===== src/rtl/control_unit_pkg.sv =====
// Shared constants, types and the microcode ROM for the MSP430 control unit.
package control_unit_pkg;

  localparam int unsigned CU_CAR_BITS = 6;
  localparam int unsigned CU_CW_BITS  = 12;
  localparam int unsigned CU_ROM_BITS = CU_CW_BITS + 1;

  // Format I (two-operand) opcodes, IW[15:12]
  typedef enum logic [3:0] {
    MOV  = 4'h4, ADD = 4'h5, ADDC = 4'h6, SUBC = 4'h7,
    SUB  = 4'h8, CMP = 4'h9, DADD = 4'hA, BIT  = 4'hB,
    BIC  = 4'hC, BIS = 4'hD, XOR  = 4'hE, AND  = 4'hF
  } fmt1_op_e;

  // Format II (single-operand) opcodes, IW[9:7]
  typedef enum logic [2:0] {
    RRC = 3'd0, SWPB = 3'd1, RRA = 3'd2, SXT = 3'd3,
    PUSH = 3'd4, CALL = 3'd5, RETI = 3'd6
  } fmt2_op_e;

  // Jump conditions, IW[12:10]
  typedef enum logic [2:0] {
    JNE = 3'd0, JEQ = 3'd1, JNC = 3'd2, JC  = 3'd3,
    JN  = 3'd4, JGE = 3'd5, JL  = 3'd6, JMP = 3'd7
  } jump_op_e;

  // Source addressing modes, IW[5:4]
  typedef enum logic [1:0] {
    REGISTER = 2'b00, INDEXED = 2'b01, INDIRECT = 2'b10, INDIRECT_AUTOINC = 2'b11
  } addr_mode_e;

  localparam logic [3:0] R0  = 4'd0,  R1  = 4'd1,  R2  = 4'd2,  R3  = 4'd3;
  localparam logic [3:0] R4  = 4'd4,  R5  = 4'd5,  R6  = 4'd6,  R7  = 4'd7;
  localparam logic [3:0] R8  = 4'd8,  R9  = 4'd9,  R10 = 4'd10, R11 = 4'd11;
  localparam logic [3:0] R12 = 4'd12, R13 = 4'd13, R14 = 4'd14, R15 = 4'd15;
  localparam logic [3:0] PC  = R0,    SP  = R1,    SR  = R2;

  // ControlWord bit positions
  localparam int unsigned CW_PC_INC   = 0;
  localparam int unsigned CW_IR_LOAD  = 1;
  localparam int unsigned CW_MAR_LOAD = 2;
  localparam int unsigned CW_MEM_RD   = 3;
  localparam int unsigned CW_MEM_WR   = 4;
  localparam int unsigned CW_REG_WR   = 5;
  localparam int unsigned CW_ALU_LSB  = 6;
  localparam int unsigned CW_ALU_MSB  = 9;
  localparam int unsigned CW_SRC_SEL  = 10;
  localparam int unsigned CW_SR_WR    = 11;

  // Microcode ROM: {INTACK, ControlWord}; unlisted addresses read as zero
  function automatic logic [CU_ROM_BITS-1:0] rom_lookup(input logic [CU_CAR_BITS-1:0] car);
    logic [CU_ROM_BITS-1:0] word;
    word = '0;
    case (car)
      6'd1:    word = 13'h0003;
      6'd2:    word = 13'h0105;
      6'd3:    word = 13'h0228;
      6'd4:    word = 13'h0421;
      6'd5:    word = 13'h0811;
      6'd6:    word = 13'h0A50;
      6'd7:    word = 13'h0C82;
      6'd8:    word = 13'h00C4;
      6'd9:    word = 13'h0F0F;
      6'd10:   word = 13'h0333;
      6'd32:   word = 13'h1000;
      6'd33:   word = 13'h1009;
      6'd34:   word = 13'h0806;
      6'd63:   word = 13'h0FFF;
      default: word = '0;
    endcase
    return word;
  endfunction

endpackage


===== src/rtl/control_unit_if.sv =====
// Sequencer/datapath-facing bus of the control unit.
interface control_unit_if #(parameter int unsigned CAR_BITS = 6);
  logic [CAR_BITS-1:0] CAR;
  logic [15:0]         IR;
  logic [15:0]         IW;
  logic [3:0]          srcA;
  logic [1:0]          As;
  logic [3:0]          dstA;
  logic                Ad;
  logic                Format;
  logic                INTACK;
  logic [11:0]         ControlWord;

  modport master (
    output CAR, IR,
    input  IW, srcA, As, dstA, Ad, Format, INTACK, ControlWord
  );

  modport slave (
    input  CAR, IR,
    output IW, srcA, As, dstA, Ad, Format, INTACK, ControlWord
  );
endinterface


===== src/rtl/control_unit_decoder.sv =====
// Combinational instruction decode: IW -> register addresses and addressing modes.
module cu_decoder
  import control_unit_pkg::*;
(
  input  logic [15:0] i_iw,
  output logic [3:0]  o_src_a,
  output logic [1:0]  o_as,
  output logic [3:0]  o_dst_a,
  output logic        o_ad,
  output logic        o_format
);

  // Byte/word flag has no influence on addresses or modes
  logic w_unused_bw;
  assign w_unused_bw = i_iw[6];

  // Classify the instruction and extract operand fields; invalid decodes to all zero
  always_comb begin
    o_src_a  = R0;
    o_as     = REGISTER;
    o_dst_a  = R0;
    o_ad     = 1'b0;
    o_format = 1'b0;
    if (i_iw[15:12] >= 4'd4) begin
      o_src_a  = i_iw[11:8];
      o_ad     = i_iw[7];
      o_as     = i_iw[5:4];
      o_dst_a  = i_iw[3:0];
      o_format = 1'b1;
    end else if (i_iw[15:10] == 6'b000100) begin
      case (i_iw[9:7])
        RRC, SWPB, RRA, SXT: begin
          o_src_a = i_iw[3:0];
          o_dst_a = i_iw[3:0];
          o_as    = i_iw[5:4];
        end
        PUSH, CALL: begin
          o_src_a = i_iw[3:0];
          o_dst_a = SP;
          o_as    = i_iw[5:4];
        end
        RETI: begin
          o_src_a = SP;
          o_dst_a = SP;
          o_as    = REGISTER;
        end
        default: ;
      endcase
    end else if (i_iw[15:13] == 3'b001) begin
      o_src_a = PC;
      o_dst_a = PC;
    end
  end

endmodule


===== src/rtl/control_unit.sv =====
// MSP430 microcoded control unit: instruction latch, decode and microcode ROM lookup.
module control_unit
  import control_unit_pkg::*;
#(
  parameter int unsigned CAR_BITS  = CU_CAR_BITS,
  parameter int unsigned FETCH_CAR = 0
) (
  input  logic clk,
  input  logic rst,
  control_unit_if.slave bus
);

  logic [15:0]            r_iw;
  logic                   w_fetch;
  logic [CU_ROM_BITS-1:0] w_rom;

  assign w_fetch = (bus.CAR == CAR_BITS'(FETCH_CAR));

  // Instruction word latch, loaded only in the fetch micro-state
  always_ff @(posedge clk or posedge rst) begin
    if (rst) begin
      r_iw <= 16'h0000;
    end else if (w_fetch) begin
      r_iw <= bus.IR;
    end
  end

  cu_decoder u_decoder (
    .i_iw     (r_iw),
    .o_src_a  (bus.srcA),
    .o_as     (bus.As),
    .o_dst_a  (bus.dstA),
    .o_ad     (bus.Ad),
    .o_format (bus.Format)
  );

  assign w_rom           = rom_lookup(CU_CAR_BITS'(bus.CAR));
  assign bus.IW          = r_iw;
  assign bus.INTACK      = w_rom[CU_CW_BITS];
  assign bus.ControlWord = w_rom[CU_CW_BITS-1:0];

endmodule


===== src/flat_wrapper.sv =====
// flat-port wrapper written by rule: the top's interface ports become plain ports
module control_unit_flat import control_unit_pkg::*;
#(
  parameter int unsigned CAR_BITS  = CU_CAR_BITS,
  parameter int unsigned FETCH_CAR = 0
)
  (clk, rst, bus_CAR, bus_IR, bus_IW, bus_srcA, bus_As, bus_dstA, bus_Ad, bus_Format, bus_INTACK, bus_ControlWord);
  control_unit_if #(.CAR_BITS(CAR_BITS)) bus_i ();
  input  logic clk;
  input  logic rst;
  input wire logic [$bits(bus_i.CAR)-1:0] bus_CAR;
  input wire logic [$bits(bus_i.IR)-1:0] bus_IR;
  output wire logic [$bits(bus_i.IW)-1:0] bus_IW;
  output wire logic [$bits(bus_i.srcA)-1:0] bus_srcA;
  output wire logic [$bits(bus_i.As)-1:0] bus_As;
  output wire logic [$bits(bus_i.dstA)-1:0] bus_dstA;
  output wire logic [$bits(bus_i.Ad)-1:0] bus_Ad;
  output wire logic [$bits(bus_i.Format)-1:0] bus_Format;
  output wire logic [$bits(bus_i.INTACK)-1:0] bus_INTACK;
  output wire logic [$bits(bus_i.ControlWord)-1:0] bus_ControlWord;
  assign bus_i.CAR = bus_CAR;
  assign bus_i.IR = bus_IR;
  assign bus_IW = bus_i.IW;
  assign bus_srcA = bus_i.srcA;
  assign bus_As = bus_i.As;
  assign bus_dstA = bus_i.dstA;
  assign bus_Ad = bus_i.Ad;
  assign bus_Format = bus_i.Format;
  assign bus_INTACK = bus_i.INTACK;
  assign bus_ControlWord = bus_i.ControlWord;
  control_unit #(.CAR_BITS(CAR_BITS), .FETCH_CAR(FETCH_CAR)) u_core (.clk(clk), .rst(rst), .bus(bus_i));
endmodule

===== config.mk =====
export PLATFORM = sky130hd
export DESIGN_NAME = control_unit_flat
export DESIGN_NICKNAME = d
export VERILOG_FILES = /design/src/rtl/control_unit_pkg.sv /design/src/rtl/control_unit_if.sv /design/src/rtl/control_unit_decoder.sv /design/src/rtl/control_unit.sv /design/src/flat_wrapper.sv
export SDC_FILE = /design/constraint.sdc
export NUM_CORES = 1
export LEC_CHECK = 0
export ABC_AREA = 1
export ABC_CLOCK_PERIOD_IN_PS = 1500
export CAP_MARGIN = 20
export CORE_UTILIZATION = 44
export CTS_BUF_LIST = sky130_fd_sc_hd__clkbuf_8
export CTS_CLUSTER_SIZE = 30
export DETAILED_ROUTE_END_ITERATION = 8
export PLACE_DENSITY = 0.88
export SYNTH_ARGS = -nofsm -noshare
export SYNTH_HDL_FRONTEND = slang
export SYNTH_SLANG_ARGS = --single-unit

===== constraint.sdc =====
create_clock -name clk -period 1.5 [get_ports clk]
set_input_delay 0.15 -clock clk [delete_from_list [all_inputs] [get_ports clk]]
set_output_delay 0.15 -clock clk [all_outputs]
set_load 0.005 [all_outputs]

==> impl_metrics.tcl <==
set metrics [dict create \
    ys_seq_elements 16 \
    p_leak_nw 1.28 \
    clockBufferDepth 2 \
    power.total_mw 1.86 \
    worstMarginPinSlew_ns 0.263 \
    cts_tree "yes" \
    layout-drive-gt1-share_pct 30.5 \
    grt_pass1_wl_microns 7020 \
    ir_drop_uv 1070 \
    setup_viol 0 \
    root_buffer "clkbuf_8" \
    drc_errors 0 \
    switching_share_pct 35.1 \
    cts_sinks 16 \
    nFillCells 149 \
    port_buffers 64 \
    start_util_pct 48.4 \
    status "finished clean" \
    fin_crit_sh_pct 99.7 \
    p_int_mw 1.21 \
    first_global_vias 1526 \
    timing.rr.end "u_core.bus.IW[14]" \
    area_growth_pct 78.8 \
    clock_latency_ns 0.24 \
    antenna_found_initial 0 \
    routed_wl_microns 4640 \
    hold_viol 0 \
    synth_area_sq_um 1250 \
    crit_chain "nor2_4, buf_6, inv_4, buf_6, nand2_1, o21ai_1, buf_2" \
    critPathCaptureType "primary output" \
    first_pass_iters 4 \
    worst-path-max-fanout 3 \
    hold_path.class "in2async" \
    grt_use_total_pct 28.5 \
    numCtsBuffers 3 \
    hold_buffers 0 \
    critPathKind "reg2out" \
    avgSynthCellArea_sq_um 6.27 \
    start_kind "register" \
    clock_power_share_pct 16.6 \
    clk_pin_slew_ns 0.06 \
    hpwl_microns 3110 \
    via_per_inst 5.14 \
    clock_skew_ns 0 \
    seqPwrFrac_pct 32.2 \
    die_height_microns 55.4 \
    drt_iter0_drc 80 \
    layout_min_cycle_time_ns 1.50 \
    rrSetupSlack_ns 0.59 \
    worst_path_most_repeated_cell "buf_6" \
    wl_per_cell_microns 14.3 \
    fmax_mhz 669 \
    grt_setup_unrepaired "true" \
    grt_overflow 0 \
    syn_inst 200 \
    die_x_microns 55.4 \
    ios 65 \
    ys.warnings.count 0 \
    vias 1671 \
    drv_cap 0 \
    switchingPower_uw 654 \
    h-tree-depth 1 \
    ant_nets 0 \
    register_area_sq_um 400 \
    n_antenna_cell 0 \
    cp.required_ns 1.35 \
    slew_headroom_pct 82.4 \
    power.density_nw_per_um2 831 \
    synth-seq-area-share_pct 31.9 \
    layout.nets 326 \
    place_ws_ns -0.640 \
    combinationalPowerShare_pct 51.2 \
    cp.arrival_ns 1.35 \
    ys_types 17 \
    worstReg2RegStart "u_core.bus.IW[14]" \
    place_congestion 0.939 \
    cp_slowest_cell "dfrtp_1" \
    grt_max_degree 17 \
    slew_viol_final 0 \
    setup_ws_ns 0.00417 \
    max_stage_delay_ns 0.41 \
    largest_register_ffs 16 \
    coreArea_sq_um 2590 \
    syn-num-nets 229 \
    num_rows 18 \
    r2r_cells 4 \
    multi_input_area_sq_um 858 \
    die-area_sq_um 3070 \
]
-- what timing repair did --
item	CTS	global route
resized for setup	92	38
pin swaps	4	3
endpoints found under the hold margin	0	0
setup buffers	4	0
setup endpoints to repair	25	17
gates cloned	1	0
-- per-layer routing --
| metal | wire length (microns) | vias up | GRT usage, % |
|---|---|---|---|
| met4 | 51 | 0 | 5.71 |
| met5 | 0 | - | 0 |
| met1 | 1930 | 779 | 36.4 |
| met2 | 2440 | 73 | 50.9 |
| met3 | 223 | 7 | 3.98 |
| li1 | - | 812 | - |
-- cell type report --
cell class	count	share of cell area, %
multi-input combinational	162	38.3
clock buffer	3	1.84
timing repair buffer	98	37.2
inverter	16	3.13
sequential	16	17.9
tap	30	1.67
-- stage by stage --
step | util (%) | hold WS [ns] | cells | setup TNS [ns] | instance area, sq um
floorplan | - | 0.0637 | 200 | 0 | 1250
global placement | 81.7 | 0.468 | 317 | -9.24 | 2120
detailed placement | 81.7 | 0.480 | 317 | -10.72 | 2120
CTS | 84.8 | 0.230 | 325 | 0 | 2200
global route | 86.6 | 0.255 | 325 | -0.321 | 2240
finish | 86.6 | 0.231 | 325 | 0 | 2240
-- logic make-up after synthesis --
family / Yosys count / synth area share [%]
AND/OR/NAND/NOR: 145 / 49.4
buffers and inverters: 22 / 8.88
flip-flops: 16 / 31.9
AO/OA/AOI/OAI: 12 / 4.79
adder cells (fa/ha/maj): 5 / 4.99
-- power by group through the flow --
stage | clock network (mW) | registers [mW] | logic (mW)
final | 0.309 | 0.600 | 0.954
after global placement | 0 | 0.581 | 0.842
after detailed placement | 0 | 0.585 | 0.864
after global routing | 0.333 | 0.608 | 1.03
after CTS | 0.313 | 0.581 | 0.863
after floorplan | 0 | 0.597 | 0.276
-- how the worst max path moves through the flow --
stage,to,depth (start not counted),start,slack (ns)
floorplan,bus_As[0],3,u_core.bus.IW[15],0.38
global placement,bus_ControlWord[6],7,bus_CAR[1],-0.56
detailed placement,bus_ControlWord[9],10,bus_CAR[0],-0.64
CTS,bus_ControlWord[9],11,bus_CAR[0],0.003
global route,bus_As[0],7,u_core.bus.IW[15],-0.06
finish,bus_As[0],7,u_core.bus.IW[15],0.004
-- Yosys cell counts --
cell,count,share of area [%]
inv_2,1,0.30
nor2_8,1,1.6
buf_2,1,0.40
nand4_4,1,1.7
nand2_1,116,35
nand3_1,15,6.0
nor2_1,9,2.7
clkinv_4,1,0.70
buf_4,2,1.2
dfrtp_1,16,32
nor2_4,1,0.90
clkbuf_1,1,0.30
nand2_4,2,1.8
ha_1,5,5.0
o21ai_0,12,4.8
inv_1,14,4.2
buf_6,2,1.8
-- worst max-delay path, delay by kind of cell (launching register included) --
| kind | cells | cell delay [ns] |
|---|---|---|
| flops | 1 | 0.41 |
| buf+inv | 4 | 0.40 |
| simple gates | 2 | 0.23 |
| compound gates | 1 | 0.07 |
-- cell usage in the layout (no fill, tap or decap), drive strengths merged --
cell           Yosys  final
o21ai             12     12
buf                5     46
nand2            118    118
nor2              11     11
ha                 5      5
dfrtp             16     16
nand4              1      1
dlygate4sd2        0     11
inv               15     16
clkdlybuf4s15      0      2
clkbuf             1      8
clkdlybuf4s50      0     33
nand3             15     15
dlymetal6s2s       0      1
Note: power is estimated with default switching activity, not from simulation.
